### src/rtl/csr_avmm_arbiter.sv
// csr_avmm_arbiter: round-robin arbiter sharing one CSR Avalon-MM master
// port among N_REQ requesters. One transaction is in flight at a time; the
// grant is held until a write is accepted downstream or a read's data returns.
// Read data is routed back to the requester that was granted.
//
// Optional feature: define CSR_AVMM_ARBITER_TIMEOUT_EN to enable a read
// timeout. If a read gets no response within TIMEOUT_CYC cycles, the arbiter
// returns all-ones to the requester and sets the sticky timeout_err flag.
// Without the macro, the arbiter waits indefinitely for read data and
// timeout_err is tied to 0.
module csr_avmm_arbiter #(
    parameter int N_REQ       = 2,
    parameter int ADDR_W      = 18,
    parameter int DATA_W      = 64,
    parameter int TIMEOUT_CYC = 1024
) (
    input  logic                        clk,
    input  logic                        rst_n,
    input  logic [N_REQ-1:0]            req_read,
    input  logic [N_REQ-1:0]            req_write,
    input  logic [N_REQ*ADDR_W-1:0]     req_address,
    input  logic [N_REQ*DATA_W-1:0]     req_writedata,
    input  logic [N_REQ*DATA_W/8-1:0]   req_byteenable,
    output logic [N_REQ-1:0]            req_waitrequest,
    output logic [DATA_W-1:0]           req_readdata,
    output logic [N_REQ-1:0]            req_readdatavalid,
    output logic                        m_read,
    output logic                        m_write,
    output logic [ADDR_W-1:0]           m_address,
    output logic [DATA_W-1:0]           m_writedata,
    output logic [DATA_W/8-1:0]         m_byteenable,
    input  logic                        m_waitrequest,
    input  logic [DATA_W-1:0]           m_readdata,
    input  logic                        m_readdatavalid,
    output logic                        timeout_err
);

    localparam int BE_W = DATA_W / 8;
    localparam int GW   = (N_REQ > 1) ? $clog2(N_REQ) : 1;

    typedef logic [GW-1:0] ptr_t;

    typedef enum logic [1:0] {
        S_IDLE,
        S_CMD,
        S_ACK,
        S_WAIT_RD
    } state_t;

    state_t              r_state;
    ptr_t                r_rr;
    ptr_t                r_grant;
    logic                r_is_write;
    logic [N_REQ-1:0]    r_wreq;
    logic [DATA_W-1:0]   r_rdata;
    logic [N_REQ-1:0]    r_rdv;
    logic                r_m_read;
    logic                r_m_write;
    logic [ADDR_W-1:0]   r_m_address;
    logic [DATA_W-1:0]   r_m_writedata;
    logic [BE_W-1:0]     r_m_byteenable;

    logic                w_found;
    ptr_t                w_grant;
    int                  w_idx;
    logic                w_sel_write;
    logic [ADDR_W-1:0]   w_sel_addr;
    logic [DATA_W-1:0]   w_sel_wdata;
    logic [BE_W-1:0]     w_sel_be;

`ifdef CSR_AVMM_ARBITER_TIMEOUT_EN
    localparam int TO_W = $clog2(TIMEOUT_CYC + 1);
    logic [TO_W-1:0]     r_to_cnt;
    logic                r_timeout_err;
`endif

    // Round-robin pointer advance: the granted requester goes to the back.
    function automatic ptr_t next_ptr(input ptr_t p);
        if (p == ptr_t'(N_REQ - 1)) begin
            return '0;
        end
        return p + 1'b1;
    endfunction

    // Pick the first active requester at or after the round-robin pointer.
    always_comb begin
        // NOTE: every variable gets a default before the loop so no latch is inferred.
        w_found = 1'b0;
        w_grant = r_rr;
        w_idx   = 0;
        for (int k = 0; k < N_REQ; k++) begin
            w_idx = int'(r_rr) + k;
            if (w_idx >= N_REQ) begin
                w_idx = w_idx - N_REQ;
            end
            if (!w_found && (req_read[w_idx] || req_write[w_idx])) begin
                w_found = 1'b1;
                w_grant = ptr_t'(w_idx);
            end
        end
    end

    // Operands of the candidate winner; a write wins over a simultaneous read.
    assign w_sel_write = req_write[w_grant];
    assign w_sel_addr  = req_address[int'(w_grant)*ADDR_W +: ADDR_W];
    assign w_sel_wdata = req_writedata[int'(w_grant)*DATA_W +: DATA_W];
    assign w_sel_be    = req_byteenable[int'(w_grant)*BE_W +: BE_W];

    // Main FSM: arbitration, downstream command, ack and read-data return.
    always_ff @(posedge clk) begin
        if (!rst_n) begin
            r_state        <= S_IDLE;
            r_rr           <= '0;
            r_grant        <= '0;
            r_is_write     <= 1'b0;
            r_wreq         <= '1;
            r_rdata        <= '0;
            r_rdv          <= '0;
            r_m_read       <= 1'b0;
            r_m_write      <= 1'b0;
            r_m_address    <= '0;
            r_m_writedata  <= '0;
            r_m_byteenable <= '0;
`ifdef CSR_AVMM_ARBITER_TIMEOUT_EN
            r_to_cnt       <= '0;
            r_timeout_err  <= 1'b0;
`endif
        end else begin
            // NOTE: non-blocking assignments throughout; the per-cycle defaults
            // below are overridden by later assignments in the same block.
            r_wreq <= '1;
            r_rdv  <= '0;
            case (r_state)
                S_IDLE: begin
                    if (w_found) begin
                        r_grant        <= w_grant;
                        r_is_write     <= w_sel_write;
                        r_m_write      <= w_sel_write;
                        r_m_read       <= !w_sel_write;
                        r_m_address    <= w_sel_addr;
                        r_m_writedata  <= w_sel_wdata;
                        r_m_byteenable <= w_sel_be;
                        r_state        <= S_CMD;
                    end
                end
                S_CMD: begin
                    if (!m_waitrequest) begin
                        r_m_read         <= 1'b0;
                        r_m_write        <= 1'b0;
                        r_wreq[r_grant]  <= 1'b0;
                        r_state          <= S_ACK;
`ifdef CSR_AVMM_ARBITER_TIMEOUT_EN
                        r_to_cnt         <= '0;
`endif
                    end
                end
                S_ACK, S_WAIT_RD: begin
                    if (r_state == S_ACK && r_is_write) begin
                        r_rr    <= next_ptr(r_grant);
                        r_state <= S_IDLE;
                    end else if (m_readdatavalid) begin
                        r_rdata        <= m_readdata;
                        r_rdv[r_grant] <= 1'b1;
                        r_rr           <= next_ptr(r_grant);
                        r_state        <= S_IDLE;
                    end else begin
`ifdef CSR_AVMM_ARBITER_TIMEOUT_EN
                        if (r_to_cnt == TO_W'(TIMEOUT_CYC - 1)) begin
                            r_rdata        <= '1;
                            r_rdv[r_grant] <= 1'b1;
                            r_timeout_err  <= 1'b1;
                            r_rr           <= next_ptr(r_grant);
                            r_state        <= S_IDLE;
                        end else begin
                            r_to_cnt <= r_to_cnt + 1'b1;
                            r_state  <= S_WAIT_RD;
                        end
`else
                        r_state <= S_WAIT_RD;
`endif
                    end
                end
                default: r_state <= S_IDLE;
            endcase
        end
    end

    assign req_waitrequest   = r_wreq;
    assign req_readdata      = r_rdata;
    assign req_readdatavalid = r_rdv;
    assign m_read            = r_m_read;
    assign m_write           = r_m_write;
    assign m_address         = r_m_address;
    assign m_writedata       = r_m_writedata;
    assign m_byteenable      = r_m_byteenable;

`ifdef CSR_AVMM_ARBITER_TIMEOUT_EN
    assign timeout_err = r_timeout_err;
`else
    assign timeout_err = 1'b0;
`endif

endmodule

### config.mk
export PLATFORM = sky130hd
export DESIGN_NAME = csr_avmm_arbiter
export DESIGN_NICKNAME = d
export VERILOG_FILES = /design/src/rtl/csr_avmm_arbiter.sv
export SDC_FILE = /design/constraint.sdc
export NUM_CORES = 1
export LEC_CHECK = 0
export ABC_AREA = 1
export BUFFER_PORTS_ARGS = -buffer_cell sky130_fd_sc_hd__buf_2
export CORE_AREA = 4 4 158 160
export CTS_BUF_LIST = sky130_fd_sc_hd__clkbuf_16
export DETAILED_ROUTE_END_ITERATION = 10
export DIE_AREA = 0 0 162 164
export HOLD_SLACK_MARGIN = 0.06
export MAX_ROUTING_LAYER = met4
export PLACE_DENSITY = 0.58
export SLEW_MARGIN = 10
export SYNTH_ARGS = -nofsm -noshare
export SYNTH_HDL_FRONTEND = slang
export SYNTH_SLANG_ARGS = --single-unit
### constraint.sdc
create_clock -name clk -period 2.5 [get_ports clk]
set_clock_uncertainty 0.1 [all_clocks]
set_input_delay 0.125 -clock clk [delete_from_list [all_inputs] [get_ports clk]]
set_output_delay 0.125 -clock clk [all_outputs]
set_load 0.005 [all_outputs]
==> flow_summary.yaml, run 1 <==
global_route:
  grt_use_total: 0.2156
  overflow: 0
  antenna_found_initial: 6
  grt_pass1_wl_mm: 45.16
  grt_max_degree: 93
  grt_pass1_vias: 9072
critical_path:
  r2r_cells: 8
  startpoint_type: "register"
  critPathCaptureType: "register"
  cp_max_fo: 61
  rr_startpoint: "r_state[1]$_SDFFE_PN0P_"
  cp.arrival_ns: 2.56
  reg2reg_to: "m_writedata[44]$_SDFFE_PN0P_"
  crit_path_end: "m_writedata[44]$_SDFFE_PN0P_"
  cp.required_ns: 2.72
  r2r_slack_ns: 0.16
  worstSetupPathType: "reg -> reg"
  startpoint: "r_state[1]$_SDFFE_PN0P_"
cells_and_area:
  syn2layout_area_growth_pct: 73.64
  nFillCells: 2261
  drive_gt1_frac: 0.2672
  finalNetCount: 1987
  layout.cells.non_filler: 2073
outcome:
  status: "completed"
cts:
  cts_tree: "done"
  clk_latency_ns: 0.42
  cts_setup_buffers: 0
  clock-root-buffer: "clkbuf_16"
  cts_buffers: 17
  htree_num_levels: 4
  clock-sinks: 165
  clk_pin_slew_ns: 0.07
  clockBufferDepth: 2
sta:
  min_period_ns: 2.338
  hold_viol: 0
  fin_crit_sh: 0.9352
  grt_setup_unrepaired: "no"
  final-max-slew-violation-count: 0
  worst_slew_pin_slew_ns: 0.6705
  fin_setup_tns_ns: 0
  setup_violations: 0
  max_freq_mhz: 427.7
  relSlewSlack: 0.5530
route:
  drtPass1Iterations: 5
  post-route-drc-count: 0
  drt-vias-per-instance: 4.534
  postRouteAntennaNets: 0
  wl_per_cell_um: 14.07
  wl_mm: 29.16
  vias: 9398
  drt-initial-drc-count: 642
floorplanning:
  die_y_um: 164
  initial_utilization: 0.3133
  rows: 56
  core_area_mm2: 0.02340
  die_area_mm2: 0.02657
  die_x_um: 162
  io_pins: 413
pwr:
  peakVddDrop_mv: 0.3136
  comb_power_share: 0.335
  power_frac_seq: 0.363
  p_int_mw: 5.994
  cellLeakagePower_nw: 6.703
  cellPowerDensity_mw_per_mm2: 704.8
  p_sw_frac: 0.3320
  p_switching_mw: 2.979
  clkPwrFrac: 0.302
logic_synthesis:
  synth_xor_xnor_area_share: 0
  syn_area_per_cell_um2: 6.546
  synth_mux_area_frac: 0
  synth_top_family_by_area: "simple AND/OR/NAND/NOR gates"
  syn_inst: 1120
  yosys.area_share.simple: 0.3944
  synth_compound_area_frac: 0.04915
  ys_seq_area_frac: 0.4505
  synth_nets: 1372
  synthAdderAreaFrac: 0
  synth_cell_types: 20
  ys_ff_latch: 165
  syn_area_mm2: 0.007332
  yosys_warnings: 0
placement:
  dp_hpwl_mm: 19.17
  port_buffers: 411
  place_inst: 1786
  gp_congestion: 0.8622
min_path:
  hp-class: "in -> reg"
run:
  max-cap-violations: 0
[through the flow]
step	power, mW	hold WS [ns]	cell area [µm²]	utilization	worst slack (ns)
4_1_cts	9.045	0.07997	12690	0.5423	0.1269
3_3_place_gp	5.650	0.2592	9589	0.4098	0.6767
3_5_place_dp	5.664	0.2588	9589	0.4098	0.6746
5_1_grt	9.580	0.1655	12730	0.5440	0.006467
6_report	8.973	0.09816	12730	0.5440	0.1620
2_1_floorplan	4.711	0.1347	7332	-	1.191
[cells in the final DEF (no fill, tap or decap), types with 10 or more instances in the layout]
cell | synthesis | final
nand3_1 | 184 | 184
nor2_1 | 313 | 313
buf_2 | 48 | 411
clkbuf_16 | 0 | 17
dfxtp_1 | 165 | 165
o21ai_0 | 60 | 60
buf_4 | 10 | 10
dlygate4sd3_1 | 0 | 249
nand2_1 | 198 | 198
inv_1 | 95 | 95
[layer usage]
layer,global-route usage,part of all wire,up-vias
li1,-,-,4723
met1,0.2396,0.40,4185
met2,0.3683,0.48,420
met3,0.05972,0.084,70
met4,0.08612,0.037,0
met5,-,0,-
[Yosys cell counts, drive strengths merged]
master	count	share of area
buf	64	0.047
clkbuf	15	0.0077
nor2	314	0.16
conb	1	0.00051
dfxtp	165	0.45
inv	99	0.051
nand2	201	0.10
nor4	1	0.00085
nand4	1	0.00085
nand3	184	0.13
a21oi	5	0.0034
o21ai	67	0.046
nor3	3	0.0020
[how the worst min path moves through the flow]
stage,cells after the start,endpoint,slack [ns],from
finish,8,m_write$_SDFFE_PN0P_,0.1,req_read[1]
CTS,8,m_write$_SDFFE_PN0P_,0.08,req_read[1]
detailed placement,3,req_waitrequest[1]$_SDFF_PP1_,0.26,m_waitrequest
global route,8,m_write$_SDFFE_PN0P_,0.17,req_read[1]
global placement,3,req_waitrequest[1]$_SDFF_PP1_,0.26,m_waitrequest
floorplan,2,req_waitrequest[0]$_SDFF_PP1_,0.13,m_waitrequest
[power groups by stage]
stage | Combinational (mW) | Clock [mW] | Sequential [mW]
2_1_floorplan | 1.37 | 0 | 3.34
3_3_place_gp | 2.35 | 0 | 3.30
3_5_place_dp | 2.35 | 0 | 3.31
4_1_cts | 2.98 | 2.81 | 3.26
5_1_grt | 3.36 | 2.91 | 3.31
6_report | 3.00 | 2.71 | 3.26
[worst max-delay path: stages (launching register included)]
cell and delay [ns]:
dfxtp_1 0.33, nor2_1 0.18, nand2_1 0.08, bufinv_8 0.42, buf_4 0.31, nand3_1 0.11
dlygate4sd3_1 0.58, nand2_1 0.06, inv_1 0.03
[cells by family (layout without fill, tap and decap cells)]
group / Yosys count / count (layout)
other: 1 / 7
AO/OA/AOI/OAI: 72 / 72
flip-flops: 165 / 165
AND/OR/NAND/NOR: 704 / 704
buffers and inverters: 178 / 806
[sequential cells by signal, summed over array words and instances (netlist names)]
signal	cells
m_address	18
m_byteenable	8
m_read	1
m_write	1
m_writedata	64
r_grant	1
r_is_write	1
r_rr	1
r_state	2
req_readdata	64
req_readdatavalid	2
req_waitrequest	2
[final cells by class]
class | count | area [µm²] | share of cell area
antenna | 6 | 15.01 | 0.001179
clock inverter | 15 | 183.9 | 0.01445
clock buffer | 17 | 425.4 | 0.03342
tap | 319 | 399.1 | 0.03135
sequential | 165 | 3303 | 0.2595
multi-input combinational | 777 | 3286 | 0.2581
inverter | 99 | 386.6 | 0.03037
timing repair buffer | 675 | 4732 | 0.3717
[repair_timing]
action | 4_1_cts | 5_1_grt
endpoints found under the setup margin | 0 | 7
gates resized for setup | 0 | 4
endpoints found under the hold margin | 162 | 0
hold buffers | 249 | 0
(Power assumes the default switching activity.)
==> run 2, diff against run 1 <==
--- a/config.mk
+++ b/config.mk
@@ -8,12 +8,12 @@
 export ABC_AREA = 1
 export BUFFER_PORTS_ARGS = -buffer_cell sky130_fd_sc_hd__buf_2
 export CORE_AREA = 4 4 158 160
-export CTS_BUF_LIST = sky130_fd_sc_hd__clkbuf_16
 export DETAILED_ROUTE_END_ITERATION = 10
 export DIE_AREA = 0 0 162 164
 export HOLD_SLACK_MARGIN = 0.06
 export MAX_ROUTING_LAYER = met4
 export PLACE_DENSITY = 0.58
+export REMOVE_ABC_BUFFERS = 1
 export SLEW_MARGIN = 10
 export SYNTH_ARGS = -nofsm -noshare
 export SYNTH_HDL_FRONTEND = slang
==> flow_summary.yaml, run 2 (synthesis gave the netlist of run 1 again) <==
floorplanning:
  initial_utilization: 0.3133
  core_area_mm2: 0.02340
  rows: 56
  io_pins: 413
  die_area_mm2: 0.02657
  die_y_um: 164
  die_x_um: 162
min_path:
  hold_depth: 3
  hp-class: "in -> reg"
cts:
  htree_num_levels: 4
  clockBufferDepth: 2
  cts_setup_buffers: 0
  clk_pin_slew_ns: 0.08
  clock-root-buffer: "clkbuf_16"
  clk_latency_ns: 0.41
  clock-sinks: 165
  cts_tree: "done"
  cts_buffers: 17
route:
  post-route-drc-count: 0
  wl_per_cell_um: 14.42
  wl_mm: 29.83
  met1Wirelength_mm: 11.71
  postRouteAntennaNets: 0
  vias: 9463
  drtPass1Iterations: 5
  drt-initial-drc-count: 610
  wl_met2_mm: 14.82
  dr.max_layer_used: "met4"
  dr_wl_met3_mm: 2.505
  drt-vias-per-instance: 4.574
sta:
  hold_viol: 0
  setup_violations: 0
  worst_slew_pin_slew_ns: 0.5228
  fin_crit_sh: 0.9548
  min_period_ns: 2.387
  max_freq_mhz: 418.9
  fin_setup_tns_ns: 0
  final-max-slew-violation-count: 0
  relSlewSlack: 0.6514
critical_path:
  r2r_cells: 8
  worstSetupPathType: "in -> reg"
  reg2reg_to: "m_writedata[59]$_SDFFE_PN0P_"
  cp_max_fo: 27
  rr_startpoint: "r_state[1]$_SDFFE_PN0P_"
  startpoint_type: "input pin"
  crit_path_end: "m_writedata[59]$_SDFFE_PN0P_"
  cp.required_ns: 2.72
  cp.arrival_ns: 2.61
  critPathCaptureType: "register"
  r2r_slack_ns: 0.23
  startpoint: "req_write[0]"
global_route:
  grt_pass1_vias: 9366
  grt_max_degree: 93
  overflow: 0
  grt_use_total: 0.2226
  antenna_found_initial: 1
  grt_pass1_wl_mm: 46.64
cells_and_area:
  finalNetCount: 1988
  layout_commonest_cell: "buf_2"
  drive_gt1_frac: 0.2670
  final_util: 0.5441
  syn2layout_area_growth_pct: 73.65
  final_cell_mix: "buf_2 (411), nor2_1 (313), dlygate4sd3_1 (249), nand2_1 (198), nand3_1 (184)"
pwr:
  cellLeakagePower_nw: 6.719
  cellPowerDensity_mw_per_mm2: 702.1
  p_total_mw: 8.940
  peakVddDrop_mv: 0.3427
run:
  max-cap-violations: 0
placement:
  gp_congestion: 0.8172
  port_buffers: 411
  dp_hpwl_mm: 19.65
outcome:
  status: "completed"
[run 2: cell type report]
class | count | area [µm²]
Fill cell | 2262 | 10670
Timing Repair Buffer | 676 | 4786
Sequential cell | 165 | 3303
Multi-Input combinational cell | 777 | 3277
Clock buffer | 19 | 442.9
Tap cell | 319 | 399.1
Inverter | 99 | 377.9
Clock inverter | 13 | 143.9
Antenna cell | 1 | 2.502
[run 2: worst min path at each step]
stage | start | end
final | rst_n | r_state[0]$_SDFFE_PN0P_
after global routing | rst_n | m_read$_SDFFE_PN0P_
after CTS | req_read[1] | m_write$_SDFFE_PN0P_
after detailed placement | m_waitrequest | req_waitrequest[0]$_SDFF_PP1_
after global placement | m_waitrequest | req_waitrequest[1]$_SDFF_PP1_
after floorplan | m_waitrequest | req_waitrequest[0]$_SDFF_PP1_
[run 2: power by group]
part | internal, mW | switching [mW]
clock | 1.44 | 1.20
combinational | 1.52 | 1.53
sequential | 3.05 | 0.209
total | 6.00 | 2.94
[run 2: timing repair]
| item | in CTS | in global routing |
|---|---|---|
| setup endpoints to repair | 0 | 60 |
| resized for setup | 0 | 1 |
| hold buffers | 249 | 0 |
| hold endpoints to repair | 162 | 0 |
[run 2: per-layer routing]
layer	global-route usage	vias up
met2	0.3944	382
li1	-	4709
met5	-	-
met3	0.06223	48
met4	0.07420	0
met1	0.2416	4324
[run 2: worst max-delay path, stage by stage]
cell and delay (ns):
dlygate4sd3_1 0.54, buf_2 0.15, nor2_1 0.17, nand2_1 0.12
nand2_4 0.09, nand2_4 0.20, buf_4 0.32, nand2_1 0.09
nand3_1 0.06, dlygate4sd3_1 0.58, nand2_1 0.08, inv_1 0.04
[run 2: through the flow]
stage / setup WS, ns / instance area [µm²] / hold WS, ns / std cells
6_report: 0.1130 / 12730 / 0.1317 / 2069
3_3_place_gp: 0.6823 / 9647 / 0.2595 / 1787
2_1_floorplan: -3.057 / 6930 / 0.1347 / 1041
5_1_grt: -0.00005707 / 12730 / 0.1536 / 2069
3_5_place_dp: 0.7129 / 9647 / 0.2565 / 1787
4_1_cts: 0.05378 / 12730 / 0.1149 / 2068
==> run 3, diff against run 2 <==
--- a/config.mk
+++ b/config.mk
@@ -5,14 +5,13 @@
 export SDC_FILE = /design/constraint.sdc
 export NUM_CORES = 1
 export LEC_CHECK = 0
-export ABC_AREA = 1
 export BUFFER_PORTS_ARGS = -buffer_cell sky130_fd_sc_hd__buf_2
-export CORE_AREA = 4 4 158 160
+export CORE_AREA = 4 4 159 161
 export DETAILED_ROUTE_END_ITERATION = 10
-export DIE_AREA = 0 0 162 164
+export DIE_AREA = 0 0 163 165
 export HOLD_SLACK_MARGIN = 0.06
 export MAX_ROUTING_LAYER = met4
-export PLACE_DENSITY = 0.58
+export PLACE_DENSITY = 0.52
 export REMOVE_ABC_BUFFERS = 1
 export SLEW_MARGIN = 10
 export SYNTH_ARGS = -nofsm -noshare
==> flow_summary.yaml, run 3 <==
global_route:
  grt_max_degree: 91
  overflow: 0
  grt_use_total: 0.1882
  grt_pass1_wl_mm: 39.87
  antenna_found_initial: 1
  grt_pass1_vias: 7795
critical_path:
  critPathCaptureType: "register"
  cp_top_family: "buffers and inverters"
  cp.required_ns: 2.70
  worstSetupPathType: "reg -> reg"
  r2r_cells: 6
  path_cells: "nor2_2, nand3b_1, buf_12, o21ai_0, nor2_1, dlygate4sd3_1"
  slowest_stage: "dlygate4sd3_1"
  r2r_slack_ns: 0.12
  cp_max_fo: 90
  crit_buf_inv: 2
  reg2reg_to: "m_writedata[2]$_SDFFE_PN0P_"
  rr_startpoint: "r_state[1]$_SDFFE_PN0P_"
  cp.arrival_ns: 2.59
  startpoint_type: "register"
  slowest_delay_ns: 0.55
cts:
  clk_pin_slew_ns: 0.07
  clk_latency_ns: 0.41
  cts_tree: "done"
  htree_num_levels: 4
  clock-sinks: 165
  clockBufferDepth: 2
  clock-root-buffer: "clkbuf_16"
  cts_buffers: 17
pwr:
  clkPwrFrac: 0.384
  peakVddDrop_mv: 0.3139
  p_total_mw: 7.224
  p_int_mw: 5.300
  comb_power_share: 0.207
  cellPowerDensity_mw_per_mm2: 620.2
  p_switching_mw: 1.923
  power_frac_seq: 0.410
  cellLeakagePower_nw: 5.397
  p_sw_frac: 0.2663
sta:
  worst_slew_pin_slew_ns: 0.6054
  grt_setup_unrepaired: "no"
  hold_viol: 0
  min_period_ns: 2.384
  fin_setup_tns_ns: 0
  timing.final.ws_setup_ns: 0.1155
  fin_crit_sh: 0.9538
  relSlewSlack: 0.5964
  max_freq_mhz: 419.4
  setup_violations: 0
  final-max-slew-violation-count: 0
floorplanning:
  die_x_um: 163
  core_area_mm2: 0.02396
  die_y_um: 165
  io_pins: 413
  rows: 57
  initial_utilization: 0.2594
  die_area_mm2: 0.02690
logic_synthesis:
  ys_ff_latch: 165
  yosys.area.top_type: "dfxtp_1"
  synth_cell_types: 30
  synthFlopType: "dfxtp_1"
  synth_top_area_frac: 0.5314
  synth_common_cells: "dfxtp_1 (165), nand2_1 (134), nor2_1 (92)"
  yosys-top-cells-area: "dfxtp_1 (53%), o22ai_1 (9.1%), nand2_1 (8.1%), o21ai_0 (7.3%), a21boi_1 (6.2%)"
  syn_area_per_cell_um2: 8.538
  synth.most_common_cell: "dfxtp_1"
  synthArstFlopShare: 0
  yosys_warnings: 0
  syn_inst: 728
  synth_enable_flop_cells: 0
  syn_area_mm2: 0.006216
  ys_seq_area_frac: 0.5314
route:
  wl_mm: 26.69
  vias: 7702
  drtPass1Iterations: 4
  drt-vias-per-instance: 4.549
  drt-initial-drc-count: 357
  postRouteAntennaNets: 0
  post-route-drc-count: 0
  wl_per_cell_um: 15.76
cells_and_area:
  nFillCells: 2285
  final_cell_mix: "buf_2 (410), dlygate4sd3_1 (247), dfxtp_1 (165), nand2_1 (134), nor2_1 (92)"
  finalNetCount: 1607
  drive_gt1_frac: 0.3350
  final_util: 0.4861
  syn2layout_area_growth_pct: 87.38
  layout.cells.non_filler: 1693
  seqCellArea_mm2: 0.003303
  layout_commonest_cell: "buf_2"
  multiInputGateArea_mm2: 0.002625
min_path:
  min_from: "req_write[0]"
  hold_depth: 3
  hp-class: "in -> reg"
  whs_endpoint: "r_state[0]$_SDFFE_PN0P_"
placement:
  pre_cts_slack_ns: 0.5146
  gp_congestion: 0.7922
  place_inst: 1410
  dp_hpwl_mm: 16.78
  port_buffers: 411
run:
  max-cap-violations: 0
outcome:
  status: "completed"
run 3: cell type report:
class,instances,share of cell area
flip-flops and latches,165,0.2836
repair buffers,668,0.4031
diodes,2,0.0004297
clock inverters,12,0.01439
clock buffers,19,0.03803
well taps,324,0.03481
inverters,1,0.0003223
multi-input cells,502,0.2254
run 3: power by group through the flow:
stage / clock network, mW / logic, mW / registers (mW)
floorplan: 0 / 0.435 / 3.03
global placement: 0 / 1.07 / 3.01
detailed placement: 0 / 1.08 / 3.01
CTS: 2.87 / 1.47 / 2.95
global route: 2.97 / 1.64 / 2.98
finish: 2.77 / 1.49 / 2.96
run 3: worst min-delay path: stages:
cell	delay [ns]
buf_2	0.12
nor4_4	0.07
a211oi_1	0.23
run 3: timing repair:
action / in CTS / in global routing
hold buffers: 247 / 0
endpoints found under the hold margin: 159 / 0
endpoints found under the setup margin: 0 / 32
buffers inserted: 0 / 2
gates resized for setup: 0 / 1
run 3: per-layer routing:
metal	GRT usage	vias to the layer above	share of wire
li1	-	3784	-
met1	0.2144	3563	0.41
met2	0.3136	314	0.49
met3	0.06114	41	0.084
met4	0.06405	0	0.022
met5	-	-	0
run 3: worst max-delay path by stage:
stage | startpoint | end | slack (ns) | cells past startpoint
after floorplan | r_rr$_SDFFE_PN0P_ | r_grant$_SDFFE_PN0P_ | -0.28 | 2
after global placement | req_write[0] | m_writedata[28]$_SDFFE_PN0P_ | 0.54 | 6
after detailed placement | req_write[0] | m_writedata[59]$_SDFFE_PN0P_ | 0.51 | 6
after CTS | r_state[1]$_SDFFE_PN0P_ | m_writedata[26]$_SDFFE_PN0P_ | 0.01 | 6
after global routing | r_state[1]$_SDFFE_PN0P_ | m_byteenable[4]$_SDFFE_PN0P_ | 0.03 | 6
final | r_state[1]$_SDFFE_PN0P_ | m_writedata[2]$_SDFFE_PN0P_ | 0.12 | 6
run 3: cell families (layout without fill, tap and decap cells):
family	after synthesis	after routing	synth area share
flip-flops	165	165	0.5314
other	1	3	0.0006033
AO/OA/AOI/OAI	255	256	0.2544
AND/OR/NAND/NOR	245	245	0.1602
buffers and inverters	62	700	0.05334
run 3: metrics by stage:
stage	cell area, µm²	hold slack [ns]
after floorplan	5888	0.1083
after global placement	8506	0.2677
after detailed placement	8506	0.2709
after CTS	11590	0.06563
after global routing	11640	0.1217
final	11650	0.09336
